==> config.mk <==
export PLATFORM = sky130hd
export DESIGN_NAME = mc_ctrl
export DESIGN_NICKNAME = d
export VERILOG_FILES = /design/src/rtl/mc_ctrl_pkg.sv /design/src/rtl/mc_decode.sv /design/src/rtl/mc_ctrl.sv
export SDC_FILE = /design/constraint.sdc
export NUM_CORES = 1
export LEC_CHECK = 0
export CAP_MARGIN = 15
export CELL_PAD_IN_SITES_DETAIL_PLACEMENT = 1
export CELL_PAD_IN_SITES_GLOBAL_PLACEMENT = 1
export CORE_MARGIN = 2
export CORE_UTILIZATION = 31
export CTS_BUF_LIST = sky130_fd_sc_hd__clkbuf_8 sky130_fd_sc_hd__clkbuf_16
export DETAILED_ROUTE_END_ITERATION = 8
export GPL_TIMING_DRIVEN = 1
export PLACE_DENSITY = 0.79
export SLEW_MARGIN = 30
export SYNTH_ARGS = -nofsm -noshare
export SYNTH_HDL_FRONTEND = slang
export SYNTH_SLANG_ARGS = --single-unit
==> constraint.sdc <==
create_clock -name clk -period 2.43 [get_ports clk]
set_input_delay 0.243 -clock clk [delete_from_list [all_inputs] [get_ports clk]]
set_output_delay 0.243 -clock clk [all_outputs]
set_load 0.01 [all_outputs]
==> src/rtl/mc_ctrl_pkg.sv <==
// mc_ctrl_pkg: opcodes, state encoding and datapath control codes for the multicycle controller
package mc_ctrl_pkg;
  localparam logic [5:0] OP_RTYPE = 6'b000000;
  localparam logic [5:0] OP_ORI   = 6'b001101;
  localparam logic [5:0] OP_LUI   = 6'b001111;
  localparam logic [5:0] OP_LW    = 6'b100011;
  localparam logic [5:0] OP_SW    = 6'b101011;
  localparam logic [5:0] OP_BEQ   = 6'b000100;
  localparam logic [5:0] OP_JAL   = 6'b000011;
  localparam logic [5:0] FN_ADDU  = 6'b100001;
  localparam logic [5:0] FN_SUBU  = 6'b100011;
  localparam logic [5:0] FN_JR    = 6'b001000;
  localparam logic [3:0] ALU_ADD  = 4'd0;
  localparam logic [3:0] ALU_SUB  = 4'd1;
  localparam logic [3:0] ALU_OR   = 4'd2;
  localparam logic [1:0] EXT_ZERO = 2'b00;
  localparam logic [1:0] EXT_SIGN = 2'b01;
  localparam logic [1:0] EXT_LUI  = 2'b10;
  localparam logic [1:0] DST_RT   = 2'b00;
  localparam logic [1:0] DST_RD   = 2'b01;
  localparam logic [1:0] DST_RA   = 2'b10;
  localparam logic [1:0] M2R_ALU  = 2'b00;
  localparam logic [1:0] M2R_MEM  = 2'b01;
  localparam logic [1:0] M2R_PC4  = 2'b10;
  typedef enum logic [2:0] {S_FETCH, S_DECODE, S_EXEC, S_MEM, S_WB} state_t;
  typedef enum logic [3:0] {I_ADDU, I_SUBU, I_JR, I_NOP, I_ORI, I_LUI, I_LW, I_SW, I_BEQ, I_JAL, I_ILL} itype_t;
endpackage

==> src/rtl/mc_decode.sv <==
// mc_decode: classifies the current instruction word into a supported type or illegal
module mc_decode
  import mc_ctrl_pkg::*;
(
  input  logic [31:0] instr,
  output itype_t      itype,
  output logic        illegal
);
  logic [5:0] fn;
  assign fn = instr[5:0];
  // all-zero word is nop; it must win over the R-type funct lookup
  always_comb begin
    itype = I_ILL;
    if (instr == 32'd0) itype = I_NOP;
    else case (instr[31:26])
      OP_RTYPE: itype = fn == FN_ADDU ? I_ADDU : fn == FN_SUBU ? I_SUBU : fn == FN_JR ? I_JR : I_ILL;
      OP_ORI:   itype = I_ORI;
      OP_LUI:   itype = I_LUI;
      OP_LW:    itype = I_LW;
      OP_SW:    itype = I_SW;
      OP_BEQ:   itype = I_BEQ;
      OP_JAL:   itype = I_JAL;
      default:  itype = I_ILL;
    endcase
  end
  assign illegal = itype == I_ILL;
endmodule

==> src/rtl/mc_ctrl.sv <==
// mc_ctrl: multicycle MIPS-subset control FSM with retired-instruction counter
module mc_ctrl
  import mc_ctrl_pkg::*;
(
  input  logic        clk,
  input  logic        reset,
  input  logic [31:0] Instr,
  input  logic        imem_ready,
  input  logic        dmem_ready,
  output logic        IRWrite,
  output logic        imem_req,
  output logic [3:0]  ALUCtrl,
  output logic [1:0]  RegDst,
  output logic [1:0]  MemtoReg,
  output logic [1:0]  ExtOp,
  output logic        ALUSrc,
  output logic        nPC_Sel,
  output logic        Jump,
  output logic        PCSel,
  output logic        PCWrite,
  output logic        RegWrite,
  output logic        MemRead,
  output logic        MemWrite,
  output logic        illegal,
  output logic [31:0] retired
);
  state_t     state, state_nx;
  itype_t     itype;
  logic       is_ill;
  logic [3:0] alu_c;
  logic       alu_s;
  logic [1:0] ext_c, dst_c;
  mc_decode u_dec (.instr(Instr), .itype(itype), .illegal(is_ill));
  // per-type ALU/extend/destination controls, reused unchanged by EXEC, MEM and WB
  always_comb begin
    alu_c = ALU_ADD;
    alu_s = 1'b0;
    ext_c = EXT_ZERO;
    dst_c = DST_RT;
    case (itype)
      I_ADDU:     dst_c = DST_RD;
      I_SUBU:     begin alu_c = ALU_SUB; dst_c = DST_RD; end
      I_ORI:      begin alu_c = ALU_OR; alu_s = 1'b1; end
      I_LUI:      begin alu_c = ALU_OR; alu_s = 1'b1; ext_c = EXT_LUI; end
      I_LW, I_SW: begin alu_s = 1'b1; ext_c = EXT_SIGN; end
      I_BEQ:      begin alu_c = ALU_SUB; ext_c = EXT_SIGN; end
      default:    ;
    endcase
  end
  // next state and strobes; everything stays 0 while reset is held low
  always_comb begin
    state_nx = state;
    IRWrite  = 1'b0;
    imem_req = 1'b0;
    ALUCtrl  = ALU_ADD;
    RegDst   = DST_RT;
    MemtoReg = M2R_ALU;
    ExtOp    = EXT_ZERO;
    ALUSrc   = 1'b0;
    nPC_Sel  = 1'b0;
    Jump     = 1'b0;
    PCSel    = 1'b0;
    PCWrite  = 1'b0;
    RegWrite = 1'b0;
    MemRead  = 1'b0;
    MemWrite = 1'b0;
    illegal  = 1'b0;
    if (reset) case (state)
      S_FETCH: begin
        imem_req = 1'b1;
        IRWrite  = imem_ready;
        state_nx = imem_ready ? S_DECODE : S_FETCH;
      end
      S_DECODE: begin
        illegal  = is_ill;
        PCWrite  = is_ill;
        state_nx = is_ill ? S_FETCH : S_EXEC;
      end
      S_EXEC: begin
        ALUCtrl  = alu_c;
        ALUSrc   = alu_s;
        ExtOp    = ext_c;
        RegDst   = dst_c;
        state_nx = S_WB;
        case (itype)
          I_LW, I_SW: state_nx = S_MEM;
          I_BEQ: begin nPC_Sel = 1'b1; PCWrite = 1'b1; state_nx = S_FETCH; end
          I_JAL: begin
            Jump     = 1'b1;
            PCWrite  = 1'b1;
            RegWrite = 1'b1;
            RegDst   = DST_RA;
            MemtoReg = M2R_PC4;
            state_nx = S_FETCH;
          end
          I_JR: begin Jump = 1'b1; PCSel = 1'b1; PCWrite = 1'b1; state_nx = S_FETCH; end
          default: ;
        endcase
      end
      S_MEM: begin
        ALUCtrl  = alu_c;
        ALUSrc   = alu_s;
        ExtOp    = ext_c;
        RegDst   = dst_c;
        MemRead  = itype == I_LW;
        MemWrite = itype == I_SW;
        PCWrite  = dmem_ready && itype != I_LW;
        state_nx = !dmem_ready ? S_MEM : itype == I_LW ? S_WB : S_FETCH;
      end
      S_WB: begin
        ALUCtrl  = alu_c;
        ALUSrc   = alu_s;
        ExtOp    = ext_c;
        RegDst   = dst_c;
        RegWrite = itype != I_NOP;
        MemtoReg = itype == I_LW ? M2R_MEM : M2R_ALU;
        PCWrite  = 1'b1;
        state_nx = S_FETCH;
      end
      default: state_nx = S_FETCH;
    endcase
  end
  // state register; reset abandons any pending fetch or memory wait
  always_ff @(posedge clk or negedge reset)
    if (!reset) state <= S_FETCH;
    else state <= state_nx;
  // one retirement per PCWrite, illegal skips included; wraps naturally
  always_ff @(posedge clk or negedge reset)
    if (!reset) retired <= 32'd0;
    else if (PCWrite) retired <= retired + 32'd1;
endmodule

== After elaboration in Yosys (flattened, before gate mapping) ==
Cells that the tools add are included.

* Register bits: 35
* Input bits: 36
* Output and inout port bits: 53
* Word-level logic and storage cells: 95

* Add/sub/neg operators: 1
* Equality and inequality tests: 24
* Muxes and demuxes: 53
* Reductions and logical operators: 15

{| class="wikitable"
|+ Operators by type and width
! kind !! number
|-
| $add 32x1->32 const B || 1
|-
| $logic_not 32->1 || 1
|-
| $mux 1 || 29
|-
| $pmux 4 s7 || 1
|-
| $eq 6x6->1 const B || 4
|-
| $mux 4 || 6
|-
| $eq 6x4->1 const B || 3
|-
| $eq 4x3->1 const B || 4
|-
| $pmux 2 s2 || 4
|-
| $mux 2 || 7
|-
| $eq 4x4->1 const B || 3
|-
| $pmux 3 s4 || 1
|-
| $reduce_or 2->1 || 6
|-
| $reduce_or 3->1 || 3
|-
| $eq 3x2->1 const B || 2
|-
| $eq 6x2->1 const B || 1
|-
| $eq 6x3->1 const B || 1
|-
| $logic_not 6->1 || 1
|-
| $mux 3 || 2
|-
| $pmux 3 s2 || 1
|-
| $eq 4x1->1 const B || 1
|-
| $eq 4x2->1 const B || 1
|-
| $logic_not 4->1 || 1
|-
| $ne 4x2->1 const B || 1
|-
| 8 further kinds || 8
|}

== Longest topological paths before layout ==
Gate-level depths: netlist of run 1.

* Word-level depth: 12
* Mapped depth: 9

== Modules after synthesis ==
From an unflattened synthesis of run 1, not the netlist that was laid out.

* Cells, all modules: 240
* Area, all modules: 2248.4 um2

{| class="wikitable"
|+ By module, submodules not included
! module !! times used !! cells each !! area an instance (um2) !! sequential area each (um2)
|-
| mc_ctrl || 1 || 203 || 1998.2 || 875.8
|-
| mc_decode || 1 || 37 || 250.2 || 0.0
|}

== Worst setup path after synthesis of run 1 ==
OpenSTA, ideal clock, no wires.

* Kind: input to register
* Start point: input Instr[29]
* End point: register retired[24]
* Data arrival time: 1938 ps
* Setup slack: 412 ps
* Stages on the path: 8
* Buffers on the path: 1
* Cells stage by stage: or3_1 -> a211oi_1 -> a31oi_1 -> a211oi_2 -> a21oi_2 -> buf_6 -> nor4_1 -> xor2_1

* Word-level cells in the longest chain between the ends: 8

{| class="wikitable"
|+ Ends and longest elaborated chain
! what !! RTL line !! text
|-
| from (decl) || mc_ctrl.sv:7 || <nowiki>input logic [31:0] Instr,</nowiki>
|-
| $eq 6x2->1, or another cell as far along || mc_decode.sv:15 || <nowiki>else case (instr[31:26])</nowiki>
|-
| $pmux 4 s7 || mc_decode.sv:15 ||
|-
| $mux 4 * || mc_decode.sv:14 || <nowiki>if (instr == 32'd0) itype = I_NOP;</nowiki>
|-
| $eq 4x2->1 or $eq 4x4->1 (tied branches) || mc_ctrl.sv:85 || <nowiki>case (itype)</nowiki>
|-
| $reduce_or 3->1 (no source line) || n/a ||
|-
| $mux 1 || mc_ctrl.sv:85 ||
|-
| $pmux 1 s4 * || mc_ctrl.sv:68 || <nowiki>if (reset) case (state)</nowiki>
|-
| $mux 1 * || mc_ctrl.sv:68 ||
|-
| to (signal assigned) || mc_ctrl.sv:130 || <nowiki>else if (PCWrite) retired <= retired + 32'd1;</nowiki>
|-
| to (decl) || mc_ctrl.sv:25 || <nowiki>output logic [31:0] retired</nowiki>
|}

Mark *: on every way between the ends. The rest lies on a longest branch, timed or not.
A chain may end at the register's enable or synchronous reset.

== Worst setup path in the final report of run 1 ==
* Start point: input Instr[27]
* End point: output MemRead

* Word-level cells in the longest chain between the ends: 6

{| class="wikitable"
|+ Ends and longest elaborated chain
! what !! RTL line !! text
|-
| $eq 6x2->1, or another cell as far along || mc_decode.sv:15 ||
|-
| $pmux 4 s7 || mc_decode.sv:15 ||
|-
| $mux 4 * || mc_decode.sv:14 ||
|-
| $eq 4x3->1 * || mc_ctrl.sv:105 || <nowiki>MemRead = itype == I_LW;</nowiki>
|-
| $mux 1 * (2 in series) || mc_ctrl.sv:68 ||
|-
| to (decl) || mc_ctrl.sv:22 || <nowiki>output logic MemRead,</nowiki>
|}

Marks and branches as above.

==> flow_summary.toml, run 1 <==
[sta]
finClkSkew_ps = 10.2
setup_viol = 1
hold_ws_ps = 467
fmax_mhz = 408
period_needed_ps = 2450
worst_slack_ps = -20.6
grt_setup_unrepaired = "yes"
slew_violations = 0
post-route-period-util = 1.01
hold_violations = 0

[synthesis]
muxShareOfSynthArea = 0.0104
synth_compound_gate_area_share = 0.0910
synth_edf_count = 0
synth_adder_area_share = 0.00576
syn_area_um2 = 2170
synth-seq-cells = 35
syn_area_per_cell_um2 = 9.37
netlist_instances = 232
synthSimpleGateAreaFrac = 0.336
synth_top_family_by_area = "simple AND/OR/NAND/NOR gates"
synth_xor_area_frac = 0.129
yosysSeqAreaShare = 0.403
synth_cell_type_count = 50
ys_warn_count = 0
ys_dominant_reg_cell = "dfrtp_1"
async_flop_share = 1.00

[setup_path]
start_kind = "primary input"
cp.required_ps = 2190
cp.arrival_ps = 2210
r2r_slack_ps = 340
cp-end-kind = "output port"
critPathMaxFanout = 5
path_class = "primary input to output port"

[route]
met2_length_um = 4030
drcViolationCount = 0
ant_nets = 0
wl_met1_um = 2990
drt_iter0_drc = 86
vias = 2360
routed_wl_um = 7580
vias_per_cell = 5.08
wl_per_cell_um = 16.3
met3_length_um = 468
top_layer_used = "met4"
dr.pass1.iters = 4

[power]
peakVddDrop_mv = 0.283
power.leakage_nw = 1.68
power.total_mw = 1.68
powerDensity_nw_per_um2 = 451

[layout]
finalInstanceArea_um2 = 3740
stdcell_count = 465
drive_gt1_frac = 0.271
fin_nets = 405
area_delta_synth_final_pct = 72.1
diodes = 0

[die]
ios = 89
start_util = 0.320
die_y_um = 87.7
die_w_um = 87.7
dieArea_um2 = 7700
row_count = 30
coreArea_um2 = 6790

[place]
place_inst = 451
hpwl_um = 5540
postPlaceCellArea_um2 = 3430
port_buffers = 86
routabilityCongestion = 0.877

[grt]
grt_pass1_vias = 2543
grt_overflow_total = 0
grt_max_degree = 29
grt_pass1_wl_um = 12000
grtUsageTotal = 0.198
antenna_found_initial = 0

[hold_path]
hold_class = "flop to flop"

[cts]
cts_buffer_depth = 2
numCtsBuffers = 5
cts_tree = "done"
cts_sinks = 35
clock_latency_ps = 290
cts.htree.levels = 2
cts-root-buf = "clkbuf_8"
cts.clk_slew.worst_paths_ps = 70

[run]
max_cap_viol_count = 0

[outcome]
status = "complete, but fails checks"
violations = "setup timing"
## power by group
| group | internal, mW | switching (mW) | leakage (nW) | total (mW) |
|---|---|---|---|---|
| sequential | 0.625 | 0.0592 | 0.480 | 0.685 |
| combinational | 0.254 | 0.218 | 1.14 | 0.472 |
| clock | 0.305 | 0.223 | 0.0581 | 0.529 |
| total | 1.18 | 0.500 | 1.68 | 1.68 |
## repair_timing
| item | 4_1_cts | 5_1_grt |
|---|---|---|
| hold endpoints to repair | 7 | 0 |
| gates resized for setup | 50 | 19 |
| endpoints found under the setup margin | 24 | 21 |
| buffers inserted | 5 | 0 |
| pin swaps | 14 | 7 |
| hold buffers | 1 | 0 |
## area by class of cell
type / instances / area, µm²
Fill cell: 779 / 3050
Multi-Input combinational cell: 189 / 1430
Timing Repair Buffer: 134 / 1190
Sequential cell: 35 / 876
Tap cell: 96 / 120
Clock buffer: 5 / 68.8
Clock inverter: 3 / 43.8
Inverter: 3 / 11.3
## cell usage in the layout, fill, tap and decap left out, drive strengths merged, types with 4 or more instances in the layout
master and count:
clkdlybuf4s50 60, buf 48, dfrtp 35, xor2 21, dlygate4sd2 18, nand2 18, nor2 18, nor3 18
nand3 13, xnor2 11, nor4 9, clkbuf 8, nor3b 7, nand2b 6, nand4 5, and3b 5
nor4b 5, a21oi 5, o21ai 5, nor2b 4, nand4b 4
## stage by stage
step / setup slack [ps] / setup TNS [ps] / util
3_3_place_gp: -424 / -9350 / 0.505
6_report: -20.6 / -20.6 / 0.550
2_1_floorplan: 412 / 0 / -
3_5_place_dp: -519 / -13020 / 0.505
5_1_grt: -113 / -399 / 0.550
4_1_cts: 15.4 / 0 / 0.543
## path summary, 6_finish.rpt
check | startpoint | endpoint | cells past startpoint
worst max-delay path | Instr[27] | MemRead | 9
worst max register to register | state[0]$_DFFE_PN0P_ | retired[25]$_DFFE_PN0P_ | 9
worst min-delay path | retired[31]$_DFFE_PN0P_ | retired[31]$_DFFE_PN0P_ | 1
min in group asynchronous | reset | retired[2]$_DFFE_PN0P_ | 3
worst min register to register | retired[31]$_DFFE_PN0P_ | retired[31]$_DFFE_PN0P_ | 1
max in group asynchronous | reset | retired[14]$_DFFE_PN0P_ | 4
## kinds of logic (layout without fill, tap and decap cells)
group,count (synthesis),after routing
XOR/XNOR,32,32
buffers and inverters,9,145
flip-flops,35,35
AND/OR/NAND/NOR,126,126
multiplexers,2,2
other,1,2
AO/OA/AOI/OAI,26,26
adder cells (fa/ha/maj),1,1
## synth_stat cells (2+ instances only)
cell       n  area share
and3b_1    5       0.020
o21ai_0    2      0.0046
mux2_2     2       0.010
a21oi_1    4      0.0092
nand2_1   18       0.031
nor2b_1    4       0.012
dfrtp_1   35        0.40
a211oi_1   2      0.0069
o22ai_1    3      0.0086
and4_1     2      0.0081
nor4b_1    3       0.012
nand3_1   13       0.030
nand2b_1   6       0.017
or3_1      2      0.0058
nand3b_1   3       0.010
nor2_1    18       0.031
inv_1      3      0.0052
xnor2_1   11       0.044
o21ai_1    2      0.0046
and2_1     2      0.0058
nor3b_1    7       0.024
nand4b_1   4       0.016
nand4_1    5       0.014
clkbuf_1   2      0.0035
and3_1     3      0.0086
nor4_1     8       0.023
nor4b_2    2       0.014
nor3_1    18       0.041
xor2_1    21       0.085
buf_4      2      0.0069
## per-layer routing
layer,track usage,vias to the layer above
li1,-,1106
met1,0.224,1151
met2,0.370,91
met3,0.0462,12
met4,0.0531,0
met5,0,-
## state kept, by name, summed over array words and instances (netlist names)
name and count:
retired 32, state 3
## critical path, stage by stage
cell and delay [ps]:
dlygate4sd2_1 270, or3_4 410, a211oi_4 250, a31oi_4 70
nand2_2 150, nand2_1 150, buf_4 160, nor3_1 170
dlygate4sd2_1 320
No activity file was read; power rests on OpenSTA's default activity.
==> run 2, diff against run 1 <==
--- a/config.mk
+++ b/config.mk
@@ -10,10 +10,10 @@
 export CELL_PAD_IN_SITES_GLOBAL_PLACEMENT = 1
 export CORE_MARGIN = 2
 export CORE_UTILIZATION = 31
-export CTS_BUF_LIST = sky130_fd_sc_hd__clkbuf_8 sky130_fd_sc_hd__clkbuf_16
+export CTS_CLUSTER_SIZE = 10
 export DETAILED_ROUTE_END_ITERATION = 8
 export GPL_TIMING_DRIVEN = 1
-export PLACE_DENSITY = 0.79
+export PLACE_DENSITY_LB_ADDON = 0.3
 export SLEW_MARGIN = 30
 export SYNTH_ARGS = -nofsm -noshare
 export SYNTH_HDL_FRONTEND = slang
==> run 2 against run 1 <==
  * Via count up 2.8%
  * Critical path depth unchanged
  * Final cell count up 3.0%
  * Core utilization up 3.1 points
  * Die area unchanged
  * Clock-buffer cell count up 2
  * The flow still finishes with violations (setup timing)
  * Worst hold slack worse by 410 ps
==> flow_summary.toml, run 2 (synthesized netlist as in run 1, its figures left out) <==
[outcome]
status = "complete, but fails checks"
violations = "setup timing"

[setup_path]
critPathMaxFanout = 5
cp.required_ps = 2190
r2r_slack_ps = 80
r2r-end = "retired[31]$_DFFE_PN0P_"
reg2regPathDepth = 10
r2r-start = "state[0]$_DFFE_PN0P_"
cp-end-kind = "output port"
path_class = "primary input to output port"
cp.arrival_ps = 2200
start_kind = "primary input"

[route]
routed_wl_um = 8690
vias = 2427
wl_per_cell_um = 18.1
drcViolationCount = 0
vias_per_cell = 5.07
ant_nets = 0
drt_iter0_drc = 97
dr.pass1.iters = 4

[layout]
largest-register = "retired"
final_cell_mix = "buf_4, clkdlybuf4s50_1, dfrtp_1, xor2_1, nand2_1"
diodes = 0
largest_register_ffs = 32
fin_nets = 419
drive_gt1_frac = 0.329
area_delta_synth_final_pct = 81.8
mostFrequentLayoutCell = "buf_4"
stdcell_count = 479
top_regs = "retired (32), state (3)"

[place]
pre_cts_ws_ps = -565
place_inst = 453
routabilityCongestion = 0.807
hpwl_um = 5610
port_buffers = 86

[die]
die_y_um = 87.7
row_count = 30
coreArea_um2 = 6790
start_util = 0.320
dieArea_um2 = 7700
die_w_um = 87.7
ios = 89

[sta]
worst_slack_ps = -12.8
slew_violations = 0
period_needed_ps = 2440
finClkSkew_ps = 7.89
hold_violations = 0
fmax_mhz = 409
hold_ws_ps = 52.3
setup_viol = 1
post-route-period-util = 1.01

[cts]
cts_buffer_depth = 2
numCtsBuffers = 5
cts_tree = "done"
clock_latency_ps = 300
cts_sinks = 35
cts.htree.levels = 2
cts.clk_slew.worst_paths_ps = 80
cts-root-buf = "clkbuf_8"

[power]
clockPowerShare = 0.289
peakVddDrop_mv = 0.337
pwr-share-seq = 0.411
powerDensity_nw_per_um2 = 424
combPwrFrac = 0.300
switching_share = 0.316
internal-power_mw = 1.15
power.leakage_nw = 1.90
p_sw_mw = 0.528

[grt]
grt_overflow_total = 0
antenna_found_initial = 0
grt_pass1_vias = 2561
grtUsageTotal = 0.205
grt_pass1_wl_um = 12400
grt_max_degree = 31

[hold_path]
hold_class = "primary input to asynchronous set/reset pin"

[run]
max_cap_viol_count = 0
## run 2: changes by cell type in the layout (fill, tap and decap cells not counted), sizes merged
cell,previous run,this run
buf,48,64
clkdlybuf4s50,60,47
dlymetal6s2s,3,15
dlygate4sd2,18,13
clkdlybuf4s15,1,5
clkinv,2,0
a22oi,1,2
bufinv,1,0
clkbuf,8,9
clkinvlp,0,1
## run 2: metal layers
| layer | up-vias | global-route usage | part of all wire | wire length [µm] |
|---|---|---|---|---|
| met2 | 64 | 0.376 | 0.53 | 4640 |
| met3 | 17 | 0.0349 | 0.030 | 261 |
| met1 | 1207 | 0.253 | 0.42 | 3610 |
| li1 | 1139 | - | - | - |
| met5 | - | 0 | 0 | 0 |
| met4 | 0 | 0.0406 | 0.021 | 179 |
## run 2: through the flow
stage	util	power (mW)	area [µm²]	setup TNS (ps)
global route	0.581	1.75	3950	-1020
global placement	0.507	1.13	3440	-11050
floorplan	-	0.881	2180	0
CTS	0.548	1.63	3720	-230
finish	0.581	1.67	3950	-12.8
detailed placement	0.507	1.14	3440	-13870
## run 2: how the worst max path moves through the flow
stage | to | startpoint | cells after the start | slack, ps
finish | illegal | Instr[27] | 9 | -10
global route | PCWrite | Instr[27] | 13 | -100
CTS | Jump | Instr[0] | 11 | -140
detailed placement | Jump | Instr[27] | 9 | -560
global placement | PCWrite | Instr[29] | 9 | -480
floorplan | retired[24]$_DFFE_PN0P_ | Instr[29] | 8 | 410
## run 2: final cells by class
| cell class | count | area (µm²) |
|---|---|---|
| Inverter | 3 | 11.3 |
| Clock inverter | 1 | 7.51 |
| Clock buffer | 7 | 96.3 |
| Fill cell | 762 | 2840 |
| Sequential cell | 35 | 877 |
| Tap cell | 96 | 120 |
| Timing Repair Buffer | 147 | 1330 |
| Multi-Input combinational cell | 190 | 1510 |
## run 2: worst max-delay path: stages
cell and delay, ps:
clkdlybuf4s15_1 260, or3_4 430, a211oi_4 180, a31oi_2 80
buf_4 160, a211oi_4 300, nand3_2 150, nor2_1 120
dlygate4sd2_1 280
## run 2: what timing repair did
action                     4_1_cts  5_1_grt
hold buffers                     1        0
hold endpoints to repair         6        0
pin swaps                       17       18
gates resized for setup         58       51
cloned                           1        0
buffers inserted                 9        7
setup endpoints to repair       27       42
## run 2: power by group through the flow
stage	logic, mW	clock network (mW)	registers, mW
after floorplan	0.181	0	0.700
after global placement	0.433	0	0.693
after detailed placement	0.449	0	0.694
after CTS	0.465	0.483	0.687
after global routing	0.550	0.507	0.698
final	0.503	0.484	0.687
